### config.mk
export PLATFORM = sky130hd
export DESIGN_NAME = gnrc_fractional_counter_mc_flat
export DESIGN_NICKNAME = d
export VERILOG_FILES = /design/src/rtl/gnrc_fractional_counter_mc_if.sv /design/src/rtl/gnrc_fractional_counter_mc.sv /design/src/flat_wrapper.sv
export SDC_FILE = /design/constraint.sdc
export NUM_CORES = 1
export LEC_CHECK = 0
export BUFFER_PORTS_ARGS = -buffer_cell sky130_fd_sc_hd__buf_2
export CORE_UTILIZATION = 57
export CTS_CLUSTER_DIAMETER = 200
export DETAILED_ROUTE_END_ITERATION = 8
export PLACE_DENSITY = 0.81
export SLEW_MARGIN = 20
export SYNTH_ARGS = -nofsm -noshare
export SYNTH_HDL_FRONTEND = slang
export SYNTH_SLANG_ARGS = --single-unit
export TNS_END_PERCENT = 10
### constraint.sdc
create_clock -name clk_i -period 4.9 [get_ports clk_i]
set_input_delay 0.245 -clock clk_i [delete_from_list [all_inputs] [get_ports clk_i]]
set_output_delay 0.245 -clock clk_i [all_outputs]
set_load 0.03 [all_outputs]
### src/rtl/gnrc_fractional_counter_mc_if.sv
// Configuration port of the multi-channel fractional counter: one request per
// accepted valid/ready beat, error pulse reported one cycle later.
interface gnrc_fractional_counter_mc_if #(
   parameter int N  = 8,
   parameter int CH = 4,
   parameter int PW = 8,
   parameter int CW = (CH > 1) ? $clog2(CH) : 1
);
   logic          cfg_valid;
   logic          cfg_ready;
   logic [CW-1:0] cfg_ch;
   logic [N-1:0]  cfg_max;
   logic [N-1:0]  cfg_inc;
   logic [N-1:0]  cfg_phase;
   logic [PW-1:0] cfg_npulse;
   logic          cfg_mode;
   logic          cfg_down;
   logic          cfg_sync;
   logic          cfg_err;

   modport master (
      output cfg_valid, cfg_ch, cfg_max, cfg_inc, cfg_phase, cfg_npulse,
             cfg_mode, cfg_down, cfg_sync,
      input  cfg_ready, cfg_err
   );

   modport slave (
      input  cfg_valid, cfg_ch, cfg_max, cfg_inc, cfg_phase, cfg_npulse,
             cfg_mode, cfg_down, cfg_sync,
      output cfg_ready, cfg_err
   );
endinterface

### src/rtl/gnrc_fractional_counter_mc.sv
// CH fractional accumulators (inc per enabled cycle, wrap at max+1, registered tick one cycle later).
// Config ready drops only while the addressed channel holds a pending synchronous config in its shadow.
module gnrc_fractional_counter_mc #(
   parameter int N  = 8,
   parameter int CH = 4,
   parameter int PW = 8,
   parameter int CW = (CH > 1) ? $clog2(CH) : 1
) (
   input  logic                        clk_i,
   input  logic                        rst_ni,
   gnrc_fractional_counter_mc_if.slave cfg,
   input  logic [CH-1:0]               en_i,
   input  logic [CH-1:0]               clr_i,
   output logic [CH*N-1:0]             cnt_o,
   output logic [CH-1:0]               tick_o,
   output logic [CH-1:0]               done_o,
   output logic [CH-1:0]               pend_o
);

   logic [N-1:0]  cnt_q      [CH];
   logic [N-1:0]  max_q      [CH];
   logic [N-1:0]  inc_q      [CH];
   logic [N-1:0]  phase_q    [CH];
   logic [PW-1:0] npulse_q   [CH];
   logic [PW-1:0] budget_q   [CH];
   logic [N-1:0]  sh_max_q   [CH];
   logic [N-1:0]  sh_inc_q   [CH];
   logic [N-1:0]  sh_phase_q [CH];
   logic [PW-1:0] sh_npulse_q[CH];
   logic [CH-1:0] sh_mode_q, sh_down_q;
   logic [CH-1:0] mode_q, down_q, tick_q, done_q, pend_q;
   logic          err_q;

   logic [CH-1:0] ch_sel;
   logic          ch_ok, cfg_rdy, accept, bad;
   logic [PW-1:0] cfg_np;

   always_comb begin
      ch_sel  = '0;
      cfg_rdy = 1'b1;
      for (int k = 0; k < CH; k++) begin
         if (cfg.cfg_ch == CW'(k)) begin
            ch_sel[k] = 1'b1;
            cfg_rdy   = ~pend_q[k];
         end
      end
      ch_ok  = |ch_sel;
      accept = cfg.cfg_valid & cfg_rdy;
      bad    = (cfg.cfg_inc > cfg.cfg_max) | (cfg.cfg_phase > cfg.cfg_max) | ~ch_ok;
      cfg_np = (cfg.cfg_npulse == '0) ? PW'(1) : cfg.cfg_npulse;
   end

   assign cfg.cfg_ready = cfg_rdy;
   assign cfg.cfg_err   = err_q;

   // N+1-bit intermediates so max = inc = 2^N-1 cannot overflow
   logic [N:0]    modp1  [CH];
   logic [N:0]    up_sum [CH];
   logic [N:0]    dn_dif [CH];
   logic [N-1:0]  nxt_cnt[CH];
   logic [CH-1:0] wrap, hit, load_cfg, to_shadow, run, load_sh;

   always_comb begin
      for (int k = 0; k < CH; k++) begin
         modp1[k]  = {1'b0, max_q[k]} + {{N{1'b0}}, 1'b1};
         up_sum[k] = {1'b0, cnt_q[k]} + {1'b0, inc_q[k]};
         dn_dif[k] = {1'b0, cnt_q[k]} - {1'b0, inc_q[k]};
         if (down_q[k]) begin
            wrap[k]    = inc_q[k] > cnt_q[k];
            nxt_cnt[k] = wrap[k] ? N'(dn_dif[k] + modp1[k]) : N'(dn_dif[k]);
         end else begin
            wrap[k]    = up_sum[k] > {1'b0, max_q[k]};
            nxt_cnt[k] = wrap[k] ? N'(up_sum[k] - modp1[k]) : N'(up_sum[k]);
         end
         hit[k]       = accept & ~bad & ch_sel[k];
         // a clear in the same cycle forces the config to take effect now
         load_cfg[k]  = hit[k] & (~cfg.cfg_sync | ~en_i[k] | done_q[k] | clr_i[k]);
         to_shadow[k] = hit[k] & cfg.cfg_sync & en_i[k] & ~done_q[k] & ~clr_i[k];
         run[k]       = en_i[k] & ~done_q[k] & ~clr_i[k] & ~load_cfg[k];
         load_sh[k]   = pend_q[k] & (clr_i[k] | (run[k] & wrap[k]));
      end
   end

   always_ff @(posedge clk_i) begin
      if (!rst_ni) begin
         for (int k = 0; k < CH; k++) begin
            cnt_q[k]       <= '0;
            max_q[k]       <= '0;
            inc_q[k]       <= '0;
            phase_q[k]     <= '0;
            npulse_q[k]    <= '0;
            budget_q[k]    <= '0;
            sh_max_q[k]    <= '0;
            sh_inc_q[k]    <= '0;
            sh_phase_q[k]  <= '0;
            sh_npulse_q[k] <= '0;
         end
         sh_mode_q <= '0;
         sh_down_q <= '0;
         mode_q    <= '1;
         down_q    <= '0;
         tick_q    <= '0;
         done_q    <= '0;
         pend_q    <= '0;
         err_q     <= 1'b0;
      end else begin
         err_q <= accept & bad;
         for (int k = 0; k < CH; k++) begin
            if (load_cfg[k]) begin
               max_q[k]    <= cfg.cfg_max;
               inc_q[k]    <= cfg.cfg_inc;
               phase_q[k]  <= cfg.cfg_phase;
               npulse_q[k] <= cfg_np;
               mode_q[k]   <= cfg.cfg_mode;
               down_q[k]   <= cfg.cfg_down;
               cnt_q[k]    <= cfg.cfg_phase;
               budget_q[k] <= cfg_np;
               tick_q[k]   <= 1'b0;
               done_q[k]   <= 1'b0;
            end else if (load_sh[k]) begin
               max_q[k]    <= sh_max_q[k];
               inc_q[k]    <= sh_inc_q[k];
               phase_q[k]  <= sh_phase_q[k];
               npulse_q[k] <= sh_npulse_q[k];
               mode_q[k]   <= sh_mode_q[k];
               down_q[k]   <= sh_down_q[k];
               cnt_q[k]    <= sh_phase_q[k];
               budget_q[k] <= sh_npulse_q[k];
               tick_q[k]   <= run[k] & wrap[k];
               done_q[k]   <= 1'b0;
               pend_q[k]   <= 1'b0;
            end else if (clr_i[k]) begin
               cnt_q[k]    <= phase_q[k];
               budget_q[k] <= npulse_q[k];
               tick_q[k]   <= 1'b0;
               done_q[k]   <= 1'b0;
            end else if (run[k]) begin
               cnt_q[k]  <= nxt_cnt[k];
               tick_q[k] <= wrap[k];
               if (wrap[k] && !mode_q[k]) begin
                  budget_q[k] <= budget_q[k] - PW'(1);
                  done_q[k]   <= (budget_q[k] <= PW'(1));
               end
            end else begin
               tick_q[k] <= 1'b0;
            end

            if (to_shadow[k]) begin
               sh_max_q[k]    <= cfg.cfg_max;
               sh_inc_q[k]    <= cfg.cfg_inc;
               sh_phase_q[k]  <= cfg.cfg_phase;
               sh_npulse_q[k] <= cfg_np;
               sh_mode_q[k]   <= cfg.cfg_mode;
               sh_down_q[k]   <= cfg.cfg_down;
               pend_q[k]      <= 1'b1;
            end
         end
      end
   end

   for (genvar k = 0; k < CH; k++) begin : g_cnt
      assign cnt_o[k*N +: N] = cnt_q[k];
   end

   assign tick_o = tick_q;
   assign done_o = done_q;
   assign pend_o = pend_q;

endmodule

### src/flat_wrapper.sv
// flat-port wrapper written by rule: the top's interface ports become plain ports
module gnrc_fractional_counter_mc_flat 
#(
   parameter int N  = 8,
   parameter int CH = 4,
   parameter int PW = 8,
   parameter int CW = (CH > 1) ? $clog2(CH) : 1
)
  (clk_i, rst_ni, en_i, clr_i, cnt_o, tick_o, done_o, pend_o, cfg_cfg_valid, cfg_cfg_ch, cfg_cfg_max, cfg_cfg_inc, cfg_cfg_phase, cfg_cfg_npulse, cfg_cfg_mode, cfg_cfg_down, cfg_cfg_sync, cfg_cfg_ready, cfg_cfg_err);
  gnrc_fractional_counter_mc_if #(.N(N), .CH(CH), .PW(PW), .CW(CW)) cfg_i ();
  input  logic clk_i;
  input  logic rst_ni;
  input  logic [CH-1:0] en_i;
  input  logic [CH-1:0] clr_i;
  output logic [CH*N-1:0] cnt_o;
  output logic [CH-1:0] tick_o;
  output logic [CH-1:0] done_o;
  output logic [CH-1:0] pend_o;
  input wire logic [$bits(cfg_i.cfg_valid)-1:0] cfg_cfg_valid;
  input wire logic [$bits(cfg_i.cfg_ch)-1:0] cfg_cfg_ch;
  input wire logic [$bits(cfg_i.cfg_max)-1:0] cfg_cfg_max;
  input wire logic [$bits(cfg_i.cfg_inc)-1:0] cfg_cfg_inc;
  input wire logic [$bits(cfg_i.cfg_phase)-1:0] cfg_cfg_phase;
  input wire logic [$bits(cfg_i.cfg_npulse)-1:0] cfg_cfg_npulse;
  input wire logic [$bits(cfg_i.cfg_mode)-1:0] cfg_cfg_mode;
  input wire logic [$bits(cfg_i.cfg_down)-1:0] cfg_cfg_down;
  input wire logic [$bits(cfg_i.cfg_sync)-1:0] cfg_cfg_sync;
  output wire logic [$bits(cfg_i.cfg_ready)-1:0] cfg_cfg_ready;
  output wire logic [$bits(cfg_i.cfg_err)-1:0] cfg_cfg_err;
  assign cfg_i.cfg_valid = cfg_cfg_valid;
  assign cfg_i.cfg_ch = cfg_cfg_ch;
  assign cfg_i.cfg_max = cfg_cfg_max;
  assign cfg_i.cfg_inc = cfg_cfg_inc;
  assign cfg_i.cfg_phase = cfg_cfg_phase;
  assign cfg_i.cfg_npulse = cfg_cfg_npulse;
  assign cfg_i.cfg_mode = cfg_cfg_mode;
  assign cfg_i.cfg_down = cfg_cfg_down;
  assign cfg_i.cfg_sync = cfg_cfg_sync;
  assign cfg_cfg_ready = cfg_i.cfg_ready;
  assign cfg_cfg_err = cfg_i.cfg_err;
  gnrc_fractional_counter_mc #(.N(N), .CH(CH), .PW(PW), .CW(CW)) u_core (.clk_i(clk_i), .rst_ni(rst_ni), .cfg(cfg_i), .en_i(en_i), .clr_i(clr_i), .cnt_o(cnt_o), .tick_o(tick_o), .done_o(done_o), .pend_o(pend_o));
endmodule
Word level (Yosys, flattened, before mapping)
Memories as Yosys holds them, arrays and structs flattened.
Index checks and enable logic that the tools add are counted.
Widths: inputs -> output; s select.
{"block": "word_totals", "reg_bits": 29, "mem_bits_rw": 320, "input_bits": 48, "output_inout_bits": 46, "wordCells": 546, "n_memories": 10}
{"block": "op_classes", "add_sub_neg": 24, "magnitude_cmp": 14, "eq_ne": 7, "n_mux": 258, "bitwise_logic": 169, "reduce_logical": 35}
{"memory": "u_core.budget_q", "depth": 4, "width": 8, "read_ports": 4, "rd_ports_with_merged_regs": 0, "write_ports": 4, "line_no": "gnrc_fractional_counter_mc.sv:25", "source": "logic [PW-1:0] budget_q [CH];"}
{"memory": "u_core.cnt_q", "depth": 4, "width": 8, "read_ports": 4, "rd_ports_with_merged_regs": 0, "write_ports": 4, "line_no": "gnrc_fractional_counter_mc.sv:20", "source": "logic [N-1:0] cnt_q [CH];"}
{"memory": "u_core.inc_q", "depth": 4, "width": 8, "read_ports": 4, "rd_ports_with_merged_regs": 0, "write_ports": 4, "line_no": "gnrc_fractional_counter_mc.sv:22", "source": "logic [N-1:0] inc_q [CH];"}
{"memory": "u_core.max_q", "depth": 4, "width": 8, "read_ports": 4, "rd_ports_with_merged_regs": 0, "write_ports": 4, "line_no": "gnrc_fractional_counter_mc.sv:21", "source": "logic [N-1:0] max_q [CH];"}
{"memory": "u_core.npulse_q", "depth": 4, "width": 8, "read_ports": 4, "rd_ports_with_merged_regs": 0, "write_ports": 4, "line_no": "gnrc_fractional_counter_mc.sv:24", "source": "logic [PW-1:0] npulse_q [CH];"}
{"memory": "u_core.phase_q", "depth": 4, "width": 8, "read_ports": 4, "rd_ports_with_merged_regs": 0, "write_ports": 4, "line_no": "gnrc_fractional_counter_mc.sv:23", "source": "logic [N-1:0] phase_q [CH];"}
{"memory": "4 more memories"}
{"cell": "$mux 8", "count": 93}
{"cell": "$mux 1", "count": 165}
{"cell": "$or 1x1->1", "count": 98}
{"cell": "$sub 8x8->8", "count": 8}
{"cell": "$gt 8x8->1", "count": 6}
{"cell": "$and 1x1->1", "count": 47}
{"cell": "$add 8x8->9", "count": 4}
{"cell": "$gt 9x8->1", "count": 4}
{"cell": "$add 8x1->8 const B", "count": 4}
{"cell": "$add 8x8->8", "count": 4}
{"cell": "$le 8x1->1 const B", "count": 4}
{"cell": "$sub 8x1->8 const B", "count": 4}
{"cell": "$not 1->1", "count": 24}
{"cell": "$reduce_or 4->1", "count": 5}
{"cell": "$reduce_and 2->1", "count": 8}
{"cell": "$reduce_bool 2->1", "count": 8}
{"cell": "$logic_not 8->1", "count": 1}
{"cell": "$ne 2x2->1 const B", "count": 4}
{"cell": "$reduce_or 2->1", "count": 4}
{"cell": "$eq 2x2->1 const B", "count": 2}
{"cell": "$logic_and 1x1->1", "count": 4}
{"cell": "$logic_not 1->1", "count": 4}
{"cell": "$eq 2x1->1 const B", "count": 1}
{"cell": "$logic_not 2->1", "count": 1}

Longest topological paths before layout
Gate-level depths: netlist (run 1).
{"block": "logic_depth", "ltp_word": 21, "mapped_depth": 19, "ltp_nobuf": 18}

Worst setup path after synthesis (run 1)
No wires, ideal clock.
{"block": "synth_path", "path_kind": "flip-flop to flip-flop", "start": "memory u_core.cnt_q[2][2]", "end": "memory u_core.budget_q[2][0], enable pin", "setup_ns": 0.300, "t_arrival_ns": 5.054, "required_time_ns": 4.600, "slack_ns": -0.454, "path_stages_with_launch": 15, "n_path_buf": 0, "period_less_slack_ns": 5.354, "path_cell_list": "edfxtp_1 > ha_1 > nand2b_1 > a221oi_1 > nor2_1 > nor2_1 > nor2_1 > xnor2_1 > ha_1 > a2111oi_2 > o221ai_1 > a221oi_4 > or3_1 > nand4_1 > or3_1"}
{"item": "start: declaration", "line_no": "gnrc_fractional_counter_mc.sv:20"}
{"item": "end: declaration", "line_no": "gnrc_fractional_counter_mc.sv:25"}

==> results by group, run 1 <==
Yosys
  – Mapped Nets: 2470
  – Post-synth top area share: 41.9%
  – Post-Synthesis Mean Instance Area: 10.3 um2
  – Yosys reg bits: 349
  – EDFF count, synth: 320
  – YS warnings: 0
  – Cell Area, Synth: 23000 um2
  – Register area share after synthesis: 44.4%
  – Post-synthesis cell type count: 88
  – Yosys top cell by area: edfxtp_1
  – Synth top area cells: edfxtp_1, ha_1, xnor2_1
  – Top_reg_cell synth: edfxtp_1
  – Share of async-settable or async-resettable flops after synthesis: 0%
  – Cells after Synth: 2226

Power
  – Lkg Pwr: 10.4 nW
  – Reg power frac: 35.5%
  – Switch Pwr: 3.47 mW
  – Switching Share: 34.1%
  – Logic pwr share: 36.0%
  – Power Density: 400 nW/um2
  – Clock power share: 28.5%
  – Cell-internal power: 6.69 mW
  – Maximum vdd drop: 0.291 mV

Setup path
  – Critical Path RT: 5160 ps
  – Critical Path Fanout Max: 28
  – Nature of the critical path endpoint: flip-flop
  – CP peak stage delay: 430 ps
  – Worst path slowest cell: edfxtp_1
  – Crit start category: flip-flop
  – WP data arrival: 4890 ps
  – CP Class: reg2reg
  – CP Cell Sequence: inv_1 > ha_1 > nand2b_1 > a21oi_1 > o21ai_0 > a21oi_1 > o22ai_1 > xor2_1 > ha_1 > or2_2 > a21oi_1 > o32ai_4 > or2_2 > o21ai_2 > nor3_4 > buf_4 > a222oi_1 > mux2i_1
  – Most common cell on crit path: a21oi_1

Floorplan
  – Chip Width: 203 um
  – I/O Pins: 94
  – Die ar.: 41100 um2
  – Core area: 39700 um2
  – Initial core utilization: 57.8%
  – FP Rows: 73
  – Die span in y: 203 um

Timing
  – Final min period: 4630 ps
  – Skew final: 23.8 ps
  – Final Hold Fails: 0
  – RSZ-0062 raised after global routing: false
  – Final setup viols: 0
  – Relative slew margins: 36.2%
  – Worst Tran Pin Value: 952 ps
  – Fmax achieved: 216 MHz
  – Final period util: 94.4%
  – Fin. max-slew vios: 0
  – Final setup margin: 272 ps
  – Hold WS: 106 ps

Clock tree
  – Clock tree root buffer cell: clkbuf_16
  – Maximum root-to-sink buffer count: 3
  – Clock sink count: 349
  – CTS tree: yes
  – CTS clk-pin slew, worst paths: 60 ps
  – Num CTS Buffers: 36
  – H-tree Lvls: 2
  – Worst skew pair latency: 550 ps

Drt
  – Via count: 17900
  – Router iterations before antenna repair: 6
  – Drt drc: 0
  – Vias/cell: 6.23
  – Post-DRT Antenna Nets: 0
  – Initial DRC count: 1835
  – Routed len/inst: 21.1 um
  – Total Wirelength: 60.5 mm

GRT
  – Antenna violations before repair: 11
  – Met3 Use GR: 5.92%
  – Total gr overflow: 0
  – GRT Overall Usage: 29.4%
  – Vias in the first global route: 17300
  – GR Util met2: 46.6%
  – GR Util met1: 39.6%
  – Largest net degree at the start of global routing: 39
  – First-pass GRT wire length: 93.5 mm
  – GRT busiest layer: met2

Min path
  – Min-delay worst type: in2reg

Final layout
  – Filler cell count: 3146
  – Seq. cell area: 10200 um2
  – Fin cells: 2868
  – Layout area overhead: 10.8%
  – Layout cells sized above 1: 11.9%
  – Multi-input logic area: 11800 um2
  – Net count, final: 2553

Job
  – Max cap viols: 0

Placed design
  – Dpl hpwl: 44.5 mm
  – I/O Buffers: 93
  – Pre-CTS WS: 123 ps
  – Gpl congestion: 0.930
  – Dpl cells: 2792

Status
  – Outcome: finished clean
## synthesized netlist by cell type, drive strengths merged (6+ instances only)
master	instances
o21a	14
mux2i	60
nor4b	6
fa	16
nor4	29
mux2	8
and3	11
nand4	23
and2	105
or3	9
a21o	28
buf	40
a2bb2oi	8
clkbuf	55
nor2	192
o211ai	21
dfxtp	29
o21ai	80
xnor2	85
a21oi	122
a222oi	8
nand2b	36
ha	180
o22ai	21
a221o	25
nand2	163
nor2b	36
a31oi	15
o21bai	8
inv	170
a211oi	14
a22o	68
edfxtp	320
nand3	36
o41ai	7
nor3	67
xor2	47
or2	8
nand3b	8
## power by group through the flow
stage	Combinational [mW]	Sequential, mW	Clock, mW
detailed placement	3.55	3.67	0
floorplan	2.61	3.71	0
CTS	3.58	3.61	2.91
finish	3.66	3.61	2.90
global placement	3.44	3.66	0
global route	4.00	3.63	3.03
## worst paths after layout
| check | slack (ps) | endpoint | start | cells after the start |
|---|---|---|---|---|
| max | 270 | u_core.budget_q[0][6] | u_core.inc_q[0][1] | 18 |
| min | 110 | u_core.done_o[3] | clr_i[3] | 4 |
| max reg2reg | 270 | u_core.budget_q[0][6] | u_core.inc_q[0][1] | 18 |
| min reg2reg | 480 | u_core.sh_down_q[3] | u_core.sh_down_q[3] | 1 |
## area by class of cell
type | instances | area share (%)
Multi-Input combinational cell | 1611 | 46.4
Sequential cell | 349 | 40.1
Clock buffer | 48 | 4.04
Timing Repair Buffer | 140 | 3.41
Tap cell | 525 | 2.58
Inverter | 171 | 2.52
Clock inverter | 17 | 0.925
Antenna cell | 7 | 0.0689
## stage by stage
step                      TNS [ps]  utilization [%]  power (mW)  cell area (um2)
final                            0             64.0        10.2            25400
after global routing             0             64.0        10.7            25400
after CTS                        0             63.8        10.1            25400
after detailed placement         0             60.6        7.22            24100
after global placement           0             60.6        7.10            24100
after floorplan              -4960                -        6.32            23000
## flip-flops by register name, indices dropped and copies added, names as in the netlist, 32 cells and up
signal and cells:
u_core.budget_q 32, u_core.cnt_q 32, u_core.inc_q 32, u_core.max_q 32, u_core.npulse_q 32, u_core.phase_q 32
u_core.sh_inc_q 32, u_core.sh_max_q 32, u_core.sh_npulse_q 32, u_core.sh_phase_q 32
## logic make-up after synthesis
group	after synthesis	synth area share, %
simple gates	735	16.3
mux	69	3.11
xor+xnor	133	5.14
compound gates	478	15.2
buf+inv	266	4.73
flops	349	44.4
fa+ha+maj	196	11.2
## per-layer routing
metal | wire length [um] | vias up
met5 | 10 | -
met4 | 2180 | 2
met3 | 6330 | 129
met2 | 27600 | 845
met1 | 24500 | 8642
li1 | - | 8260
## what timing repair did
item,in CTS,in global routing
setup endpoints to repair,0,47
gates resized for setup,0,7
setup buffers,0,2
endpoints found under the hold margin,2,0
hold buffers,2,0
## layout by cell type (no fill, tap or decap), types with 68 or more instances in the layout
cell type  instances
a21oi_1          107
a22o_1            68
and2_1           105
buf_2             93
edfxtp_1         320
ha_1             178
inv_1            169
nand2_1          160
nor2_1           187
o21ai_0           73
xnor2_1           84
## worst max-delay path, delay by kind of cell (launching register included)
family                     cells  cell delay (ps)
DFF                            1              430
AOI/OAI and AO/OA              8             1750
buffers and inverters          2              380
and+or+nand+nor                4              880
adders and majority gates      2              530
muxes                          1              120
xor gates and xnor gates       1              250
Note: power is estimated with default switching activity, not from simulation.
==> run 2: changes to the inputs <==
==> constraint.sdc (replaced) <==
create_clock -name clk_i -period 4.9 [get_ports clk_i]
set_input_delay 0.98 -clock clk_i [delete_from_list [all_inputs] [get_ports clk_i]]
set_output_delay 0.98 -clock clk_i [all_outputs]
set_load 0.03 [all_outputs]
==> run 2 against run 1 <==
  * Sequential cell count unchanged
  * Final area barely moved
  * Via count rose by 0.16%
  * Clock-buffer cell count rose by 2
  * Register-to-register slack worse by 30 ps
  * Combinational power is essentially flat
  * Global-route usage is 0.57 points higher
  * Worst setup slack worse by 26 ps
  * Largest power group unchanged
==> results by group, run 2 (same netlist as run 1, synthesis figures left out) <==
Timing
  – Fin. max-slew vios: 0
  – Skew final: 27.5 ps
  – Final period util: 95.0%
  – Fmax achieved: 215 MHz
  – Final setup viols: 0
  – Final Hold Fails: 0
  – Worst Tran Pin Value: 976 ps
  – Hold WS: 487 ps
  – Final setup margin: 246 ps
  – Final min period: 4650 ps
  – Relative slew margins: 34.4%

Clock tree
  – CTS clk-pin slew, worst paths: 70 ps
  – Maximum root-to-sink buffer count: 3
  – Clock sink count: 349
  – H-tree Lvls: 2
  – CTS tree: yes
  – Worst skew pair latency: 540 ps
  – CTS Hold Bufs: 0
  – Clock tree root buffer cell: clkbuf_16
  – Num CTS Buffers: 37

Final layout
  – Fin cells: 2875
  – Commonest non-fill, non-tap cell in the layout: edfxtp_1
  – Net count, final: 2560
  – Final Core Density: 64.0%
  – Layout area overhead: 10.7%
  – Most frequent cells in the layout: edfxtp_1, nor2_1, ha_1
  – Post-route cell area: 25400 um2
  – Layout cells sized above 1: 12.0%

Setup path
  – Number of buffers and inverters on the critical path: 1
  – Worst r2r src: u_core.cnt_q[1][1]
  – Largest delay contributor family on the critical path: compound AO/OA/AOI/OAI gates
  – CP peak stage delay: 520 ps
  – Nature of the critical path endpoint: flip-flop
  – R2r endpoint: u_core.cnt_q[1][0]
  – Crit start category: flip-flop
  – Reg2reg setup slack: 250 ps
  – Critical Path RT: 5250 ps
  – Worst path slowest cell: nor2_2
  – CP Class: reg2reg
  – Critical Path Fanout Max: 37
  – WP data arrival: 5000 ps
  – Critical Path Start: u_core.cnt_q[1][1]
  – R2R cell count: 17
  – CP Cell Sequence: ha_1 > nand2b_1 > a21oi_1 > o21ai_0 > a221oi_1 > xnor2_1 > ha_1 > nand4_1 > or2_2 > a21oi_1 > o32ai_4 > nand2_1 > nand4_2 > buf_12 > nor2_2 > a21o_1 > a2bb2oi_1

Power
  – Power Density: 397 nW/um2
  – Switch Pwr: 3.48 mW
  – Clock power share: 28.0%
  – Switching Share: 34.5%
  – Maximum vdd drop: 0.284 mV
  – Cell-internal power: 6.62 mW
  – Reg power frac: 35.8%
  – Logic pwr share: 36.2%
  – Lkg Pwr: 10.5 nW

Drt
  – Routed len/inst: 21.5 um
  – Via count: 17900
  – Total Wirelength: 61.9 mm
  – Post-DRT Antenna Nets: 0
  – Vias/cell: 6.23
  – Initial DRC count: 2039
  – Router iterations before antenna repair: 7
  – Drt drc: 0

GRT
  – Largest net degree at the start of global routing: 40
  – GRT Overall Usage: 29.9%
  – First-pass GRT wire length: 95.7 mm
  – Antenna violations before repair: 8
  – Vias in the first global route: 17200
  – Total gr overflow: 0

Job
  – Max cap viols: 0

Floorplan
  – Die span in y: 203 um
  – Core area: 39700 um2
  – Chip Width: 203 um
  – FP Rows: 73
  – Die ar.: 41100 um2
  – Initial core utilization: 57.8%
  – I/O Pins: 94

Placed design
  – Pre-CTS WS: 265 ps
  – Gpl congestion: 0.939
  – I/O Buffers: 93
  – Dpl cells: 2800
  – Area after DPL: 24100 um2
  – Dpl hpwl: 45.5 mm

Status
  – Outcome: finished clean

Min path
  – Min-delay worst type: reg2reg
  – Hold EP: u_core.sh_mode_q[3]
  – Hold_sp: u_core.sh_mode_q[3]
  – Hold Crit Depth: 1
run 2: cell types whose count changed in the layout (fill, tap and decap cells not counted), sizes merged:
cell / delta
inv: +1
clkbuf: +2
clkinvlp: +3
dlygate4sd3: -2
clkinv: -2
diode: -2
buf: +8
bufinv: -1
run 2: worst register-to-register path, cell delays in order (launching register included):
cell and delay, ps:
edfxtp_1 510, ha_1 350, nand2b_1 150, a21oi_1 200, o21ai_0 140, a221oi_1 390, xnor2_1 180, ha_1 350
nand4_1 70, or2_2 270, a21oi_1 270, o32ai_4 170, nand2_1 150, nand4_2 140, buf_12 240, nor2_2 530
a21o_1 150, a2bb2oi_1 210
run 2: metal layers:
metal / global-route usage, % / wire, um
met5: 0 / 12
met4: 8.75 / 1840
met3: 4.61 / 6140
met2: 48.5 / 28600
met1: 41.7 / 25300
run 2: stage by stage:
step / total power, mW / TNS, ps
finish: 10.1 / 0
global route: 10.6 / -3.81
CTS: 10.0 / 0
detailed placement: 7.23 / 0
global placement: 7.10 / 0
floorplan: 6.32 / -4960
run 2: worst max path at each step:
stage | slack, ps | depth (start not counted) | end
after floorplan | -260 | 15 | u_core.budget_q[2][0]
after global placement | 390 | 16 | u_core.cnt_q[3][6]
after detailed placement | 270 | 17 | u_core.budget_q[0][2]
after CTS | 200 | 17 | u_core.budget_q[0][6]
after global routing | -4 | 17 | u_core.budget_q[0][6]
final | 250 | 17 | u_core.cnt_q[1][0]
run 2: final cells by class:
type	instances	area, um2
timing repair buffer	146	917
multi-input combinational	1611	11800
clock inverter	18	220
sequential	349	10200
inverter	171	642
clock buffer	50	1010
fill	3023	14300
tap	525	657
antenna	5	12.5
run 2: what timing repair did:
| item | 4_1_cts | 5_1_grt |
|---|---|---|
| endpoints found under the setup margin | 0 | 17 |
| resized for setup | 0 | 5 |
| setup buffers | 0 | 1 |
run 2: power by group through the flow:
stage                     clock network, mW  logic (mW)  registers, mW
after floorplan                           0        2.61           3.71
after global placement                    0        3.44           3.66
after detailed placement                  0        3.56           3.67
after CTS                              2.85        3.59           3.61
after global routing                   2.97        4.00           3.63
final                                  2.83        3.65           3.61
